## src/rtl/vga_text_addr_gen_if.sv

```systemverilog
// Timing inputs and position-counter / font outputs of vga_text_addr_gen.
// i_scroll_row exists only when VGA_HW_SCROLL_EN is defined.
interface vga_text_addr_gen_if #(
  parameter int CHAR_W = 8,
  parameter int CHAR_H = 16
);
  localparam int FONT_W  = $clog2(CHAR_H);
  localparam int PHASE_W = $clog2(CHAR_W);

  logic               i_frame_start;
  logic               i_line_start;
  logic               i_de;
`ifdef VGA_HW_SCROLL_EN
  logic [4:0]         i_scroll_row;
`endif
  logic               o_ld_h;
  logic [11:0]        o_ld_data;
  logic               o_en_h;
  logic [FONT_W-1:0]  o_font_row;
  logic [PHASE_W-1:0] o_col_phase;

`ifdef VGA_HW_SCROLL_EN
  modport master (
    output i_frame_start, i_line_start, i_de, i_scroll_row,
    input  o_ld_h, o_ld_data, o_en_h, o_font_row, o_col_phase
  );
  modport slave (
    input  i_frame_start, i_line_start, i_de, i_scroll_row,
    output o_ld_h, o_ld_data, o_en_h, o_font_row, o_col_phase
  );
`else
  modport master (
    output i_frame_start, i_line_start, i_de,
    input  o_ld_h, o_ld_data, o_en_h, o_font_row, o_col_phase
  );
  modport slave (
    input  i_frame_start, i_line_start, i_de,
    output o_ld_h, o_ld_data, o_en_h, o_font_row, o_col_phase
  );
`endif
endinterface

```

## src/rtl/vga_text_addr_gen.sv

```systemverilog
// Text-mode address sequencer: row base reload per scanline, one increment per cell.
// Optional hardware scroll (start row sampled on frame start) under VGA_HW_SCROLL_EN.
module vga_text_addr_gen #(
  parameter int COLS       = 80,
  parameter int ROWS       = 25,
  parameter int CHAR_W     = 8,
  parameter int CHAR_H     = 16,
  parameter int START_ADDR = 0
) (
  input  logic               i_clk,
  input  logic               i_rst,
  vga_text_addr_gen_if.slave bus
);
  localparam int FONT_W  = $clog2(CHAR_H);
  localparam int PHASE_W = $clog2(CHAR_W);
  localparam int ROW_W   = (ROWS > 1) ? $clog2(ROWS) : 1;
  localparam int CELLS   = COLS * ROWS;

  localparam logic [11:0]        START_BASE = 12'(START_ADDR);
  localparam logic [FONT_W-1:0]  FONT_LAST  = FONT_W'(CHAR_H - 1);
  localparam logic [PHASE_W-1:0] PHASE_LAST = PHASE_W'(CHAR_W - 1);
  localparam logic [ROW_W-1:0]   ROW_LAST   = ROW_W'(ROWS - 1);

  logic [11:0]        row_base_q, row_base_d;
  logic [11:0]        start_base_q, start_base_d;
  logic [ROW_W-1:0]   row_idx_q, row_idx_d;
  logic               first_line_q, first_line_d;
  logic [PHASE_W-1:0] pix_ctr_q, pix_ctr_d;
  logic               ld_h_q, ld_h_d;
  logic [11:0]        ld_data_q, ld_data_d;
  logic               en_h_q, en_h_d;
  logic [FONT_W-1:0]  font_row_q, font_row_d;

  logic [11:0] frame_base;
  logic [12:0] adv_sum;
  logic [11:0] row_next;

`ifdef VGA_HW_SCROLL_EN
  // Out-of-range scroll rows fall back to the fixed start address.
  always_comb begin
    if (int'(bus.i_scroll_row) < ROWS) begin
      frame_base = 12'(int'(bus.i_scroll_row) * COLS);
    end else begin
      frame_base = START_BASE;
    end
  end
`else
  assign frame_base = START_BASE;
`endif

  // One extra bit so the sum cannot overflow before wrapping back into the buffer.
  assign adv_sum  = {1'b0, row_base_q} + 13'(COLS);
  assign row_next = 12'((adv_sum >= 13'(CELLS)) ? (adv_sum - 13'(CELLS)) : adv_sum);

  always_comb begin
    row_base_d   = row_base_q;
    start_base_d = start_base_q;
    row_idx_d    = row_idx_q;
    first_line_d = first_line_q;
    pix_ctr_d    = pix_ctr_q;
    ld_h_d       = 1'b0;
    ld_data_d    = ld_data_q;
    en_h_d       = 1'b0;
    font_row_d   = font_row_q;

    if (bus.i_frame_start) begin
      row_idx_d    = '0;
      font_row_d   = '0;
      first_line_d = 1'b1;
      start_base_d = frame_base;
      row_base_d   = frame_base;
      // A coincident line start is the first line of the new frame.
      if (bus.i_line_start) begin
        ld_h_d       = 1'b1;
        ld_data_d    = frame_base;
        first_line_d = 1'b0;
        pix_ctr_d    = '0;
      end
    end else if (bus.i_line_start) begin
      ld_h_d    = 1'b1;
      pix_ctr_d = '0;
      if (first_line_q) begin
        ld_data_d    = row_base_q;
        font_row_d   = '0;
        first_line_d = 1'b0;
      end else if (font_row_q != FONT_LAST) begin
        font_row_d = font_row_q + 1'b1;
        ld_data_d  = row_base_q;
      end else begin
        font_row_d = '0;
        if (row_idx_q != ROW_LAST) begin
          row_idx_d  = row_idx_q + 1'b1;
          row_base_d = row_next;
          ld_data_d  = row_next;
        end else begin
          row_idx_d  = '0;
          row_base_d = start_base_q;
          ld_data_d  = start_base_q;
        end
      end
    end

    if (!bus.i_line_start && bus.i_de) begin
      pix_ctr_d = pix_ctr_q + 1'b1;
      en_h_d    = (pix_ctr_q == PHASE_LAST);
    end
  end

  always_ff @(posedge i_clk) begin
    if (i_rst) begin
      row_base_q   <= START_BASE;
      start_base_q <= START_BASE;
      row_idx_q    <= '0;
      first_line_q <= 1'b1;
      pix_ctr_q    <= '0;
      ld_h_q       <= 1'b0;
      ld_data_q    <= '0;
      en_h_q       <= 1'b0;
      font_row_q   <= '0;
    end else begin
      row_base_q   <= row_base_d;
      start_base_q <= start_base_d;
      row_idx_q    <= row_idx_d;
      first_line_q <= first_line_d;
      pix_ctr_q    <= pix_ctr_d;
      ld_h_q       <= ld_h_d;
      ld_data_q    <= ld_data_d;
      en_h_q       <= en_h_d;
      font_row_q   <= font_row_d;
    end
  end

  assign bus.o_ld_h      = ld_h_q;
  assign bus.o_ld_data   = ld_data_q;
  assign bus.o_en_h      = en_h_q;
  assign bus.o_font_row  = font_row_q;
  assign bus.o_col_phase = pix_ctr_q;

endmodule

```

## src/flat_wrapper.sv

```systemverilog
// flat-port wrapper written by rule: the top's interface ports become plain ports
module vga_text_addr_gen_flat 
#(
  parameter int COLS       = 80,
  parameter int ROWS       = 25,
  parameter int CHAR_W     = 8,
  parameter int CHAR_H     = 16,
  parameter int START_ADDR = 0
)
  (i_clk, i_rst, bus_i_frame_start, bus_i_line_start, bus_i_de, bus_o_ld_h, bus_o_ld_data, bus_o_en_h, bus_o_font_row, bus_o_col_phase);
  vga_text_addr_gen_if #(.CHAR_W(CHAR_W), .CHAR_H(CHAR_H)) bus_i ();
  input  logic i_clk;
  input  logic i_rst;
  input wire logic [$bits(bus_i.i_frame_start)-1:0] bus_i_frame_start;
  input wire logic [$bits(bus_i.i_line_start)-1:0] bus_i_line_start;
  input wire logic [$bits(bus_i.i_de)-1:0] bus_i_de;
  output wire logic [$bits(bus_i.o_ld_h)-1:0] bus_o_ld_h;
  output wire logic [$bits(bus_i.o_ld_data)-1:0] bus_o_ld_data;
  output wire logic [$bits(bus_i.o_en_h)-1:0] bus_o_en_h;
  output wire logic [$bits(bus_i.o_font_row)-1:0] bus_o_font_row;
  output wire logic [$bits(bus_i.o_col_phase)-1:0] bus_o_col_phase;
  assign bus_i.i_frame_start = bus_i_frame_start;
  assign bus_i.i_line_start = bus_i_line_start;
  assign bus_i.i_de = bus_i_de;
  assign bus_o_ld_h = bus_i.o_ld_h;
  assign bus_o_ld_data = bus_i.o_ld_data;
  assign bus_o_en_h = bus_i.o_en_h;
  assign bus_o_font_row = bus_i.o_font_row;
  assign bus_o_col_phase = bus_i.o_col_phase;
  vga_text_addr_gen #(.COLS(COLS), .ROWS(ROWS), .CHAR_W(CHAR_W), .CHAR_H(CHAR_H), .START_ADDR(START_ADDR)) u_core (.i_clk(i_clk), .i_rst(i_rst), .bus(bus_i));
endmodule
```

## config.mk

```make
export PLATFORM = sky130hd
export DESIGN_NAME = vga_text_addr_gen_flat
export DESIGN_NICKNAME = d
export VERILOG_FILES = /design/src/rtl/vga_text_addr_gen_if.sv /design/src/rtl/vga_text_addr_gen.sv /design/src/flat_wrapper.sv
export SDC_FILE = /design/constraint.sdc
export NUM_CORES = 1
export LEC_CHECK = 0
export ABC_CLOCK_PERIOD_IN_PS = 2900
export CAP_MARGIN = 20
export CORE_ASPECT_RATIO = 1.2
export CORE_MARGIN = 2
export CORE_UTILIZATION = 40
export DETAILED_ROUTE_END_ITERATION = 8
export DONT_BUFFER_PORTS = 1
export PLACE_DENSITY = 0.51
export RECOVER_POWER = 50
export SLEW_MARGIN = 40
export SYNTH_ARGS = -nofsm -noshare
export SYNTH_HDL_FRONTEND = slang
export SYNTH_SLANG_ARGS = --single-unit
```

## constraint.sdc

```tcl
create_clock -name i_clk -period 2.9 [get_ports i_clk]
set_clock_uncertainty 0.05 [all_clocks]
set_input_delay 0.435 -clock i_clk [delete_from_list [all_inputs] [get_ports i_clk]]
set_output_delay 0.435 -clock i_clk [all_outputs]
set_load 0.02 [all_outputs]
```

=== Word-level counts from Yosys, hierarchy flattened ===
Index checks and enable logic that the tools add are counted.

* Register bits after elaboration: 39
* Memories kept: 0
* Word-level logic and storage cells: 43
* Latch bits: 0
* Input port bits: 5
* ROM bits: 0
* RAM bits: 0
* Output and inout port bits: 21

* Div/mod/pow operators: 0
* Bitwise operators: 3
* Reductions and logical operators: 7
* $add $sub $neg: 5
* $mul: 0
* Eq/ne operators: 3
* Order comparisons: 1
* Mux-type cells: 16
* Shifts and indexed selects: 0

{| class="wikitable"
|+ Operators with widths
! kind !! count
|-
| $mux 12 || 7
|-
| $add 12x7->13 const B || 1
|-
| $ge 13x11->1 const B || 1
|-
| $sub 12x11->12 const B || 1
|-
| $mux 4 || 2
|-
| $mux 3 || 2
|-
| $add 5x1->5 const B || 1
|-
| $mux 5 || 1
|-
| $ne 5x5->1 const B || 1
|-
| $add 4x1->4 const B || 1
|-
| $mux 1 || 4
|-
| $ne 4x4->1 const B || 1
|-
| $reduce_bool 2->1 || 2
|-
| $reduce_or 2->1 || 2
|-
| $add 3x1->3 const B || 1
|-
| $eq 3x3->1 const B || 1
|-
| $not 1->1 || 3
|-
| $reduce_and 3->1 || 1
|-
| $logic_and 1x1->1 || 1
|-
| $logic_not 1->1 || 1
|}

=== Logic depth before layout (Yosys ltp) ===
* Depth in word-level cells: 8
* Mapped depth: 10
* Depth with buffers taken out: 9

=== Worst setup path before layout ===
No wires, ideal clock.

* Kind: register -> register
* Start: register u_core.row_base_q[5]
* End: register u_core.ld_data_q[6] (netlist: u_core.bus.o_ld_data[6])
* Buffers on the path: 0
* Cell stages (with the launch flop): 9
* Setup slack: 0.404 ns
* Arrival: 2.326 ns
* Required time: 2.730 ns
* Library setup time: 0.120 ns
* Cells stage by stage: dfxtp_1 ha_1 or3b_1 a211oi_2 a2bb2oi_2 nand2_1 a211o_1 and3_1 a211o_1

* Longest elaborated chain between the ends: 8
* Elaborated cells on any way between the ends: 9
* Classes of those cells: add/sub (2); order compare (1); mux (6)

{| class="wikitable"
|+ RTL lines
! item !! RTL line !! RTL
|-
| start, declared || vga_text_addr_gen.sv:24 || <nowiki>logic [11:0] row_base_q, row_base_d;</nowiki>
|-
| start signal, assigned || vga_text_addr_gen.sv:121 || <nowiki>row_base_q <= row_base_d;</nowiki>
|-
| $add 12x7->13 * || vga_text_addr_gen.sv:52 || <nowiki>assign adv_sum = {1'b0, row_base_q} + 13'(COLS);</nowiki>
|-
| $sub 12x11->12 or $ge 13x11->1 (tied branches) || vga_text_addr_gen.sv:53 || <nowiki>assign row_next = 12'((adv_sum >= 13'(CELLS)) ? (adv_sum - 13'(CELLS)) : adv_sum);</nowiki>
|-
| $mux 12 * || vga_text_addr_gen.sv:53 ||
|-
| $mux 12 * || vga_text_addr_gen.sv:91 || <nowiki>if (row_idx_q != ROW_LAST) begin</nowiki>
|-
| $mux 12 * || vga_text_addr_gen.sv:86 || <nowiki>end else if (font_row_q != FONT_LAST) begin</nowiki>
|-
| $mux 12 * || vga_text_addr_gen.sv:82 || <nowiki>if (first_line_q) begin</nowiki>
|-
| $mux 12 * || vga_text_addr_gen.sv:79 || <nowiki>end else if (bus.i_line_start) begin</nowiki>
|-
| $mux 12 * || vga_text_addr_gen.sv:66 || <nowiki>if (bus.i_frame_start) begin</nowiki>
|-
| end signal, assigned || vga_text_addr_gen.sv:127 || <nowiki>ld_data_q <= ld_data_d;</nowiki>
|-
| end, declared || vga_text_addr_gen.sv:30 || <nowiki>logic [11:0] ld_data_q, ld_data_d;</nowiki>
|}

Mark *: on every way between the ends. The rest lies on a longest branch, timed or not. The select of a mux whose other input is x is not followed.
A chain may end at the register's enable or synchronous reset.

=== Worst setup path after layout ===
* Start: register u_core.row_base_q[5]
* End: register u_core.row_base_q[6]

* Longest elaborated chain between the ends: 6
* Elaborated cells on any way between the ends: 7
* Classes of those cells: add/sub (2); order compare (1); mux (4)

{| class="wikitable"
|+ RTL lines
! item !! RTL line
|-
| $add 12x7->13 * || vga_text_addr_gen.sv:52
|-
| $sub 12x11->12 or $ge 13x11->1 (tied branches) || vga_text_addr_gen.sv:53
|-
| $mux 12 * || vga_text_addr_gen.sv:53
|-
| $mux 12 * || vga_text_addr_gen.sv:91
|-
| $mux 12 * (2 in a row) || -
|}

Mark *: on every way between the ends. The rest lies on a longest branch, timed or not.

==> impl_metrics.yaml <==
worst_hold_path:
  worstHoldPathType: "primary input to flip-flop"
  worstHoldStart: "i_rst"
  hold_path_end: "u_core.bus.o_ld_h"
  whs_path_depth: 1
die:
  rows: 28
  dieArea_sq_um: 5810
  die_w_um: 69.9
  start_util_pct: 42.0
  fp.dieH_um: 83.1
  io_pins: 26
  fp.coreArea_sq_um: 4970
worst_setup_path:
  max_stage_delay_ns: 0.52
  end_kind: "flip-flop"
  r2r-end: "u_core.row_base_q[6]"
  crit_top_cell: "a211o_1"
  r2r_setup_slack_ns: 0.24
  path_cells: "ha_2, o2111ai_1, xor2_2, nor3b_2, a31oi_1, a211o_1, and3_1, a211o_1"
  r2r-start: "u_core.row_base_q[5]"
  worstPathRequired_ns: 3.03
  critPathSlowestCell: "dfxtp_1"
  critical_path_class: "flip-flop to flip-flop"
  start_kind: "flip-flop"
  crit_fanout: 10
  cp_data_arrival_time_ns: 2.80
  r2r_cells: 8
pwr:
  swShare_pct: 19.4
  pwr-share-comb_pct: 2.4
  seq_power_share_pct: 49.2
  peakVddDrop_mv: 0.306
  power.switching_uw: 214
  power_density_nw_per_um2: 478
  leakagePower_uw: 0.000922
  internal_power_uw: 890
  clkPwrFrac_pct: 48.4
routing:
  first_pass_iters: 4
  drt_iter0_drc: 159
  drc: 0
  wire_per_inst_um: 16.2
  routed_wl_um: 4840
  route.vias.total: 1727
  vias_per_cell: 5.78
  ant_nets: 0
finish:
  drive_gt1_share_pct: 13.0
  multi_input_area_sq_um: 1240
  antenna_cells: 0
  area_growth_pct: 10.6
  regArea_sq_um: 781
  final_cells: 299
  nNetsFinal: 251
  fillers: 495
grt:
  grt_use_total_pct: 17.5
  grt_pass1_vias: 1733
  grt_pass1_wl_um: 8230
  grt_max_degree: 15
  grt_overflow: 0
  antenna_found_initial: 0
status:
  status: "completed"
clocking:
  clockBufferDepth: 2
  htreeDepth: 2
  cts_buffers: 5
  cts_setup_buffers: 0
  tritoncts: "yes"
  insertion_delay_ns: 0.29
  cts_root_buf: "clkbuf_8"
  clkSlewWorstSetupHoldPaths_ns: 0.08
  cts.sinks: 39
logic_synthesis:
  synthDistinctLibCells: 60
  synth_seq_cells: 39
  synth.most_common_cell: "dfxtp_1"
  synthTopCellsByCount: "dfxtp_1, nor2_1, a21oi_1, nand2_1, o21ai_1"
  async_flop_share_pct: 0
  yosysTopAreaCell: "dfxtp_1"
  yosys_most_used_dff: "dfxtp_1"
  yosysSeqAreaShare_pct: 37.4
  yosysWarningCount: 0
  synth_area_sq_um: 2090
  synthesis.instances: 234
  synth.avg_cell_area_sq_um: 8.92
  synth_edf_count: 0
  netlist.area_leader.share_pct: 37.4
  synthesis.nets: 247
  synthTopCellsByArea: "dfxtp_1, ha_1, nor2_1"
sta:
  final_max_slew_viol_count: 0
  setup_viol: 0
  fmax_mhz: 376
  worst_slew_pin_slew_ns: 0.629
  relSlewSlack_pct: 58.0
  rsz0062_at_grt: "false"
  hold_violations: 0
  tns_ns: 0
  fin_crit_sh_pct: 91.8
  final.min_clock_period_ns: 2.66
placement:
  gp_congestion: 0.929
  post-dp-hpwl_um: 3730
  dp_cells: 291
  port_buffers: 0
run:
  max_cap_viol_count: 0
cells in the final DEF (no fill, tap or decap), types with 6 or more instances in the layout:
cell type and n:
o21ai_1 9, inv_1 8, a21o_1 6, nor2_1 22, a22o_1 6, ha_1 7
nand2_1 16, mux2i_1 7, dfxtp_1 39, a21oi_1 16
power by group through the flow:
| stage | clock network (uW) | logic [uW] | registers [uW] |
|---|---|---|---|
| final | 534 | 26.6 | 543 |
| after global routing | 567 | 30.2 | 544 |
| after CTS | 547 | 27.5 | 543 |
| after detailed placement | 0 | 27.5 | 556 |
| after global placement | 0 | 26.8 | 556 |
| after floorplan | 0 | 20.7 | 556 |
per-stage QoR:
step	util, %	hold slack (ns)	area [sq um]	setup WS, ns	power (uW)
3_5_place_dp	43.5	0.430	2170	0.190	583
5_1_grt	46.4	0.138	2310	0.00307	1140
6_report	46.4	0.151	2310	0.237	1100
4_1_cts	46.3	0.145	2300	0.188	1120
3_3_place_gp	43.5	0.428	2170	0.321	583
2_1_floorplan	-	0.404	2090	0.404	576
how the worst max path moves through the flow:
stage	startpoint	to	slack [ns]	cells after the start
after floorplan	u_core.row_base_q[5]	u_core.bus.o_ld_data[6]	0.40	8
after global placement	u_core.row_base_q[5]	u_core.row_base_q[6]	0.32	8
after detailed placement	u_core.row_base_q[5]	u_core.row_base_q[6]	0.19	8
after CTS	u_core.row_base_q[5]	u_core.row_base_q[6]	0.19	8
after global routing	u_core.row_base_q[5]	u_core.bus.o_ld_data[6]	0.003	8
final	u_core.row_base_q[5]	u_core.row_base_q[6]	0.24	8
layer usage:
metal | share of wire [%] | vias to the layer above | GRT usage, % | routed length, um
met4 | 2.7 | 0 | 7.34 | 131
li1 | - | 856 | - | -
met1 | 44 | 825 | 20.8 | 2120
met2 | 49 | 36 | 29.8 | 2390
met3 | 4.0 | 10 | 4.13 | 195
met5 | 0 | - | 0 | 0
flip-flops by register name, indices dropped and copies added, names as in the netlist:
signal and flops:
u_core.bus.o_ld_data 12, u_core.first_line_q 1, u_core.row_idx_q 5, u_core.bus.o_font_row 4, u_core.row_base_q 12, u_core.bus.o_ld_h 1, u_core.bus.o_en_h 1, u_core.bus.o_col_phase 3
area by class of cell:
| class | count | share of cell area, % |
|---|---|---|
| timing repair buffer | 6 | 1.79 |
| sequential | 39 | 33.8 |
| tap | 60 | 3.25 |
| clock buffer | 5 | 2.98 |
| clock inverter | 3 | 2.93 |
| inverter | 8 | 1.30 |
| multi-input combinational | 178 | 53.9 |
kinds of logic after synthesis:
kind of cell / count (synthesis) / synth area share [%]
and+or+nand+nor: 79 / 20.8
xor gates and xnor gates: 11 / 4.62
DFF: 39 / 37.4
muxes: 8 / 3.90
AOI/OAI and AO/OA: 72 / 25.1
buffers and inverters: 17 / 3.42
adders and majority gates: 8 / 4.80
repair_timing:
action | in CTS | in global routing
setup endpoints to repair | 0 | 5
gates resized for setup | 0 | 2
hold buffers | 0 | 0
critical path, delay by kind of cell (launching register included):
family	cells	cell delay [ns]
adder cells (fa/ha/maj)	1	0.34
AO/OA/AOI/OAI	4	0.96
AND/OR/NAND/NOR	2	0.46
XOR/XNOR	1	0.24
flip-flops	1	0.52
No activity file was read; power rests on OpenSTA's default activity.
